`src/rtl/sap_ctrl_pkg.sv`:
```
// Shared types for the SAP-1.5 control sequencer: opcodes, FSM states and the
// control word carrying every bus enable and load strobe.
package sap_ctrl_pkg;

    localparam int unsigned OpcodeWidth = 4;

    typedef enum logic [3:0] {
        OpNop = 4'h0,
        OpLda = 4'h1,
        OpLdb = 4'h2,
        OpAdd = 4'h3,
        OpSub = 4'h4,
        OpSta = 4'h5,
        OpLdi = 4'h6,
        OpJmp = 4'h7,
        OpOut = 4'hE,
        OpHlt = 4'hF
    } opcode_t;

    typedef enum logic [2:0] {
        StFetchAddr,
        StFetchInstr,
        StDecode,
        StEx1,
        StEx2,
        StEx3,
        StHalt
    } state_t;

    typedef struct packed {
        logic pc_inc;
        logic pc_oe;
        logic pc_load;
        logic mar_load;
        logic ram_oe;
        logic ram_we;
        logic ir_load;
        logic ir_oe;
        logic a_load;
        logic a_oe;
        logic b_load;
        logic alu_oe;
        logic alu_sub;
        logic flags_load;
        logic out_load;
        logic halt;
        logic illegal_op;
        logic instr_done;
    } ctrl_word_t;

    localparam ctrl_word_t CtrlIdle = '0;

    function automatic logic is_defined(opcode_t op);
        return (op <= OpJmp) || (op == OpOut) || (op == OpHlt);
    endfunction

    // Opcodes whose EX1 places the operand address into MAR.
    function automatic logic uses_mem(opcode_t op);
        return (op == OpLda) || (op == OpLdb) || (op == OpAdd) || (op == OpSub) || (op == OpSta);
    endfunction

endpackage

```
`src/rtl/control_decode.sv`:
```
// Combinational microcode: maps (state, opcode) to the control word and the
// next FSM state.
module control_decode
    import sap_ctrl_pkg::*;
#(
    parameter bit HaltOnIllegal = 1'b0
) (
    input  state_t     state_i,
    input  opcode_t    op_i,
    output state_t     state_next_o,
    output ctrl_word_t ctrl_o
);

    always_comb begin
        state_next_o = StFetchAddr;
        unique case (state_i)
            StFetchAddr:  state_next_o = StFetchInstr;
            StFetchInstr: state_next_o = StDecode;
            StDecode: begin
                if (op_i == OpHlt || (!is_defined(op_i) && HaltOnIllegal)) begin
                    state_next_o = StHalt;
                end else if (is_defined(op_i) && op_i != OpNop) begin
                    state_next_o = StEx1;
                end
            end
            StEx1:   if (uses_mem(op_i)) state_next_o = StEx2;
            StEx2:   if (op_i == OpAdd || op_i == OpSub) state_next_o = StEx3;
            StEx3:   state_next_o = StFetchAddr;
            StHalt:  state_next_o = StHalt;
            default: state_next_o = StFetchAddr;
        endcase
    end

    always_comb begin
        ctrl_o = CtrlIdle;
        unique case (state_i)
            StFetchAddr: begin
                ctrl_o.pc_oe    = 1'b1;
                ctrl_o.mar_load = 1'b1;
            end
            StFetchInstr: begin
                ctrl_o.ram_oe  = 1'b1;
                ctrl_o.ir_load = 1'b1;
                ctrl_o.pc_inc  = 1'b1;
            end
            StDecode: begin
                if (!is_defined(op_i)) begin
                    ctrl_o.illegal_op = 1'b1;
                    ctrl_o.instr_done = !HaltOnIllegal;
                end else if (op_i == OpNop) begin
                    ctrl_o.instr_done = 1'b1;
                end
            end
            StEx1: begin
                if (uses_mem(op_i)) begin
                    ctrl_o.ir_oe    = 1'b1;
                    ctrl_o.mar_load = 1'b1;
                end else if (op_i == OpLdi) begin
                    ctrl_o.ir_oe      = 1'b1;
                    ctrl_o.a_load     = 1'b1;
                    ctrl_o.instr_done = 1'b1;
                end else if (op_i == OpJmp) begin
                    ctrl_o.ir_oe      = 1'b1;
                    ctrl_o.pc_load    = 1'b1;
                    ctrl_o.instr_done = 1'b1;
                end else if (op_i == OpOut) begin
                    ctrl_o.a_oe       = 1'b1;
                    ctrl_o.out_load   = 1'b1;
                    ctrl_o.instr_done = 1'b1;
                end
            end
            StEx2: begin
                if (op_i == OpSta) begin
                    ctrl_o.a_oe   = 1'b1;
                    ctrl_o.ram_we = 1'b1;
                end else begin
                    ctrl_o.ram_oe = 1'b1;
                    ctrl_o.a_load = (op_i == OpLda);
                    ctrl_o.b_load = (op_i != OpLda);
                end
                ctrl_o.instr_done = (op_i != OpAdd) && (op_i != OpSub);
            end
            StEx3: begin
                ctrl_o.alu_oe     = 1'b1;
                ctrl_o.a_load     = 1'b1;
                ctrl_o.flags_load = 1'b1;
                ctrl_o.alu_sub    = (op_i == OpSub);
                ctrl_o.instr_done = 1'b1;
            end
            StHalt:  ctrl_o.halt = 1'b1;
            default: ctrl_o = CtrlIdle;
        endcase
    end

endmodule

```
`src/rtl/control_sequencer.sv`:
```
// SAP-1.5 fetch/decode/execute sequencer: state register, opcode latch and
// asynchronous gating of all outputs while reset is low.
module control_sequencer
    import sap_ctrl_pkg::*;
#(
    parameter int unsigned OPCODE_W        = OpcodeWidth,
    parameter bit          HALT_ON_ILLEGAL = 1'b0
) (
    input  logic                clk,
    input  logic                reset,
    input  logic [OPCODE_W-1:0] opcode,
    input  logic                flag_zero,
    output logic                pc_inc,
    output logic                pc_oe,
    output logic                pc_load,
    output logic                mar_load,
    output logic                ram_oe,
    output logic                ram_we,
    output logic                ir_load,
    output logic                ir_oe,
    output logic                a_load,
    output logic                a_oe,
    output logic                b_load,
    output logic                alu_oe,
    output logic                alu_sub,
    output logic                flags_load,
    output logic                out_load,
    output logic                halt,
    output logic                illegal_op,
    output logic                instr_done
);

    state_t     state_q, state_d;
    opcode_t    op_q, op_d;
    ctrl_word_t ctrl_raw, ctrl;

    logic unused_flag_zero;
    assign unused_flag_zero = flag_zero;

    // The live opcode is used during decode so branching happens in that cycle.
    assign op_d = (state_q == StDecode) ? opcode_t'(opcode) : op_q;

    always_ff @(posedge clk or negedge reset) begin
        if (!reset) begin
            state_q <= StFetchAddr;
            op_q    <= OpNop;
        end else begin
            state_q <= state_d;
            op_q    <= op_d;
        end
    end

    control_decode #(
        .HaltOnIllegal(HALT_ON_ILLEGAL)
    ) u_decode (
        .state_i     (state_q),
        .op_i        (op_d),
        .state_next_o(state_d),
        .ctrl_o      (ctrl_raw)
    );

    assign ctrl = reset ? ctrl_raw : CtrlIdle;

    assign pc_inc     = ctrl.pc_inc;
    assign pc_oe      = ctrl.pc_oe;
    assign pc_load    = ctrl.pc_load;
    assign mar_load   = ctrl.mar_load;
    assign ram_oe     = ctrl.ram_oe;
    assign ram_we     = ctrl.ram_we;
    assign ir_load    = ctrl.ir_load;
    assign ir_oe      = ctrl.ir_oe;
    assign a_load     = ctrl.a_load;
    assign a_oe       = ctrl.a_oe;
    assign b_load     = ctrl.b_load;
    assign alu_oe     = ctrl.alu_oe;
    assign alu_sub    = ctrl.alu_sub;
    assign flags_load = ctrl.flags_load;
    assign out_load   = ctrl.out_load;
    assign halt       = ctrl.halt;
    assign illegal_op = ctrl.illegal_op;
    assign instr_done = ctrl.instr_done;

endmodule

```
`config.mk`:
```
export PLATFORM = sky130hd
export DESIGN_NAME = control_sequencer
export DESIGN_NICKNAME = d
export VERILOG_FILES = /design/src/rtl/sap_ctrl_pkg.sv /design/src/rtl/control_decode.sv /design/src/rtl/control_sequencer.sv
export SDC_FILE = /design/constraint.sdc
export NUM_CORES = 1
export LEC_CHECK = 0
export ABC_AREA = 1
export CORE_MARGIN = 4
export CORE_UTILIZATION = 43
export DETAILED_ROUTE_END_ITERATION = 10
export GPL_TIMING_DRIVEN = 0
export PLACE_DENSITY = 0.86
export SLEW_MARGIN = 25
export SYNTH_ARGS = -nofsm -noshare
export SYNTH_HDL_FRONTEND = slang
export SYNTH_SLANG_ARGS = --single-unit
```
`constraint.sdc`:
```
create_clock -name clk -period 1.7 [get_ports clk]
set_input_delay 0.17 -clock clk [delete_from_list [all_inputs] [get_ports clk]]
set_output_delay 0.17 -clock clk [all_outputs]
set_load 0.005 [all_outputs]
```
==> results of run 1 <==
-- cell families after synthesis --
kind of cell | count (synthesis) | share of synthesized area (%)
buffers and inverters | 15 | 9.22
AOI/OAI and AO/OA | 9 | 6.51
DFF | 7 | 25.3
and+or+nand+nor | 79 | 59.0
-- timing repair --
item                                    4_1_cts
endpoints found under the setup margin       18
setup buffers                                32
endpoints found under the hold margin         7
gates cloned                                  1
pin swaps                                    23
resized for setup                           103
-- through the flow --
step | setup WS [ns] | setup TNS, ns
CTS | -0.313 | -2.82
detailed placement | -0.584 | -8.03
floorplan | 0.161 | 0
global placement | -0.560 | -7.67
==> flow_summary_export.csv, run 1 <==
group,metric,value,unit
placement,dp_cells,149,
sta,worstEpCategory,"primary output",
yosys,netlist_area,692,µm²
placement,buffer_ports.inserted,23,
yosys,synth_most_common_cell,"nand2_1",
status,run_status,"stopped before the end",
yosys,syn_area_per_cell,6.29,µm²
yosys,yosysUniqueCellTypes,20,
yosys,postSynthNetCount,117,
clock_network,cts_max_level,1,
yosys,synthDominantAreaCellType,"dfrtp_1",
die,die_height,48.1,µm
yosys,synthCells,110,
status,lastStage,"global routing",
clock_network,root_buffer,"clkbuf_4",
die,top_level_ports,25,
yosys,synth-async-reset-ratio,100,%
yosys,postSynthRegisterBits,7,
sta,worst_endpoint,"instr_done",
die,floorplan.rows,14,
global_routing,largest_net_degree_at_the_start_of_global_routing,11,
die,initial_core_util,45.9,%
die,die_w,48.1,µm
yosys,synth_edf_count,0,
yosys,postSynth.topFlopCell,"dfrtp_1",
clock_network,cts_sinks,7,
yosys,yosysTopAreaCellShare,25.3,%
status,first-error,"[ERROR DPL-0038] Utilization greater than 100%, impossible to legalize",
placement,post-dp-hpwl,1.44,mm
clock_network,clock_tree.buffer_depth,2,
clock_network,cts-buffers-inserted,3,
yosys,ys.warnings.count,0,
placement,routabilityCongestion,0.900,
yosys,post_synth_main_area_contributors,"dfrtp_1 (25%), nand2_1 (16%), nand3_1 (8.0%)",
yosys,synth_top_cells_by_count,"nand2_1 (29), nor2_1 (14), nand3_1 (11), inv_1 (8)",
yosys,post_synthesis_sequential_area_ratio,25.3,%
placement,detailed_place.area,942,µm²
==> run 2, diff against run 1 <==
Settings changed: CORE_AREA set to 4 4 65 67, CORE_MARGIN 4 to not set, CORE_UTILIZATION 43 to not set, DIE_AREA set to 0 0 69 71, PLACE_DENSITY 0.86 to not set, PLACE_DENSITY_LB_ADDON set to 0.15.
==> flow_summary_export.csv, run 2 <==
group,metric,value,unit
sta,skew,0.00271,ns
yosys,synthXorXnorAreaFrac,0,%
worst_setup_path,cp-end-kind,"output pin",
global_routing,grt_pass1_vias,1075,
yosys,synth-async-reset-ratio,100,%
status,run_status,"complete, but fails checks",
clock_network,root_buffer,"clkbuf_8",
sta,worst_pin_slew,0.288,ns
hold_path,holdCritPathClass,"in2async",
die,die_height,71,µm
routing,total_number_of_vias,1003,
yosys,postSynth.topFlopCell,"dfrtp_1",
sta,slew_viol_final,0,
status,violations,"negative hold slack, negative setup slack",
placement,routabilityCongestion,0.769,
sta,timing.final.ws_setup,-0.335,ns
routing,drtIter0Drc,29,
sta,fmax,0.491,GHz
global_routing,globalRoute.totalOverflow,0,
global_routing,grt_first_pass_wirelength,4.91,mm
final_layout,final_net_count,183,
final_layout,area.growth.synth_to_final,117,%
clock_network,clock_latency,0.23,ns
final_layout,layout.filler_cells,379,
power_and_ir_drop,p_switching,1430,µW
power_and_ir_drop,switching_share,47.9,%
global_routing,globalRouteTotalUtil,12.5,%
placement,buffer_ports.inserted,23,
sta,timing.final.crit_share,120,%
yosys,synth_most_common_cell,"nand2_1",
clock_network,clk_pin_slew_worst_paths,0.04,ns
yosys,netlist_area,692,µm²
routing,detail_route.wirelength,3.02,mm
routing,average_wire_per_cell_in_the_routed_design,13.5,µm
sta,grt_setup_unrepaired,"yes",
die,die_w,69,µm
sta,setup_viol,16,
yosys,synthMuxAreaShare,0,%
power_and_ir_drop,clock_power_share,7.9,%
final_layout,largest_regs,"op_q: 4 flops, state_q: 3 flops",
clock_network,cts_sinks,7,
yosys,synth_compound_gate_area_share,6.51,%
yosys,synthDominantAreaCellType,"dfrtp_1",
worst_setup_path,critPathLaunchType,"flip-flop",
final_layout,antenna_cells_inserted,0,
routing,drt_pass1_iterations,4,
worst_setup_path,cells_along_the_critical_path,"clkinv_4, buf_4, buf_4, nor3_4, buf_4, nand4_1, a21oi_1, buf_2",
routing,detail_route.vias_per_cell,4.50,
sta,relSlewSlack,80.7,%
final_layout,layout_common_cells,"buf_4 (29), nand2_1 (18), buf_2 (13)",
yosys,yosysTopAreaCellShare,25.3,%
worst_setup_path,r2r.worst_path.cells,11,
yosys,yosysUniqueCellTypes,20,
power_and_ir_drop,vdd.ir_drop.worst,0.000571,V
yosys,syn_area_per_cell,6.29,µm²
final_layout,mostFrequentLayoutCell,"buf_4",
power_and_ir_drop,p_leak,0.000755,µW
power_and_ir_drop,internal_power_consumption,1560,µW
die,top_level_ports,25,
clock_network,tritoncts,"yes",
final_layout,multi_input_comb_area,669,µm²
power_and_ir_drop,power_density,1990,nW/µm²
run,max_cap_viol_count,0,
yosys,synth_area_in_simple_gates,59.0,%
worst_setup_path,critical_path.max_fanout,5,
power_and_ir_drop,sequentialPowerShare,10.5,%
yosys,synth_edf_count,0,
clock_network,clock_tree.buffer_depth,2,
final_layout,finish.utilization,41.4,%
clock_network,cts-buffers-inserted,3,
worst_setup_path,cpMaxStageDelayCell,"dfrtp_2",
yosys,post_synthesis_sequential_area_ratio,25.3,%
yosys,ys.warnings.count,0,
die,core_area,3630,µm²
placement,post-dp-hpwl,1.73,mm
yosys,postSynthNetCount,117,
worst_setup_path,criticalPathCategory,"reg2out",
yosys,largest_family_of_logic_cells_by_synthesized_area,"simple AND/OR/NAND/NOR gates",
final_layout,final_layout_size_suffix_gt1_share,65.1,%
yosys,postSynthRegisterBits,7,
global_routing,antenna_found_initial,0,
yosys,synth_adder_area_share,0,%
worst_setup_path,crit_arrival,1.87,ns
routing,drt.antenna.violating_nets,0,
yosys,synth_top_cells_by_count,"nand2_1 (29), nor2_1 (14), nand3_1 (11), inv_1 (8)",
sta,timing_hold_violations_final,7,
final_layout,flip_flop_count_of_the_largest_register_all_copies_and_words_added,4,
yosys,synthCells,110,
yosys,post_synth_main_area_contributors,"dfrtp_1 (25%), nand2_1 (16%), nand3_1 (8.0%)",
die,initial_core_util,19.0,%
sta,finalCriticalPeriod,2.04,ns
worst_setup_path,timing.critical_path.max_delay_family,"buffers and inverters",
die,die-area,4900,µm²
power_and_ir_drop,power.share.combinational,81.6,%
final_layout,area.sequential,178,µm²
clock_network,cts_max_level,1,
global_routing,largest_net_degree_at_the_start_of_global_routing,11,
worst_setup_path,worst-endpoint-required,1.53,ns
worst_setup_path,crit_path_max_incr_delay,0.40,ns
placement,dp_cells,181,
final_layout,registers.top_by_ff_count,"op_q",
final_layout,final_instance_count_excl_fillers,223,
worst_setup_path,crit_buf_inv,5,
worst_setup_path,critPathMostFrequentCell,"buf_4",
worst_setup_path,cp.depth,8,
routing,drt_drc_violations_left,0,
sta,timing.hold.ws,-0.189,ns
die,floorplan.rows,22,
run 2: cell counts after synthesis:
No cell type changed its count.
run 2: repair_timing:
item	in CTS	in global routing
endpoints found under the setup margin	19	20
gates resized for setup	104	22
hold endpoints to repair	7	7
pin swaps	27	20
setup buffers	27	10
gates cloned	1	0
run 2: area by class of cell:
class	instances	share of cell area (%)
multi-input combinational	89	44.5
inverter	12	3.66
tap	48	3.99
sequential	7	11.8
buffer	3	1.33
timing repair buffer	60	31.7
clock buffer	4	3.00
run 2: power by group through the flow:
stage,clock network [µW],logic [µW],registers [µW]
global placement,0,1140,317
detailed placement,0,1130,319
global route,254,2620,322
finish,237,2440,314
CTS,238,2010,306
floorplan,0,817,308
run 2: per-layer routing:
metal / wire length [µm] / global-route usage, % / up-vias
met5: 0 / 0 / -
met4: 74 / 5.64 / 0
met3: 136 / 3.98 / 8
met2: 1650 / 23.0 / 28
met1: 1150 / 12.9 / 483
li1: - / - / 484
run 2: cells by family after synthesis:
family,after synthesis
buffers and inverters,15
AO/OA/AOI/OAI,9
flip-flops,7
AND/OR/NAND/NOR,79
run 2: path summary, 6_finish.rpt:
path | startpoint | end | slack, ns
worst min register to register | op_q[1]$_DFF_PN0_ | op_q[1]$_DFF_PN0_ | 0.60
worst max register to register | state_q[0]$_DFF_PN0_ | state_q[0]$_DFF_PN0_ | -0.04
max in group asynchronous | reset | state_q[0]$_DFF_PN0_ | 1.65
worst min-delay path | reset | op_q[3]$_DFF_PN0_ | -0.19
min in group clk | op_q[1]$_DFF_PN0_ | op_q[1]$_DFF_PN0_ | 0.60
worst max-delay path | state_q[0]$_DFF_PN0_ | a_load | -0.34
run 2: stage by stage:
| stage | setup slack (ns) | power, µW | instance area (µm²) | setup TNS (ns) |
|---|---|---|---|---|
| after floorplan | 0.161 | 1120 | 692 | 0 |
| after global placement | -0.702 | 1460 | 982 | -9.92 |
| after detailed placement | -0.695 | 1450 | 982 | -9.75 |
| after CTS | -0.264 | 2560 | 1390 | -2.49 |
| after global routing | -0.423 | 3200 | 1500 | -4.72 |
| final | -0.335 | 2990 | 1500 | -3.10 |
Power figures use the tool's default switching activity.
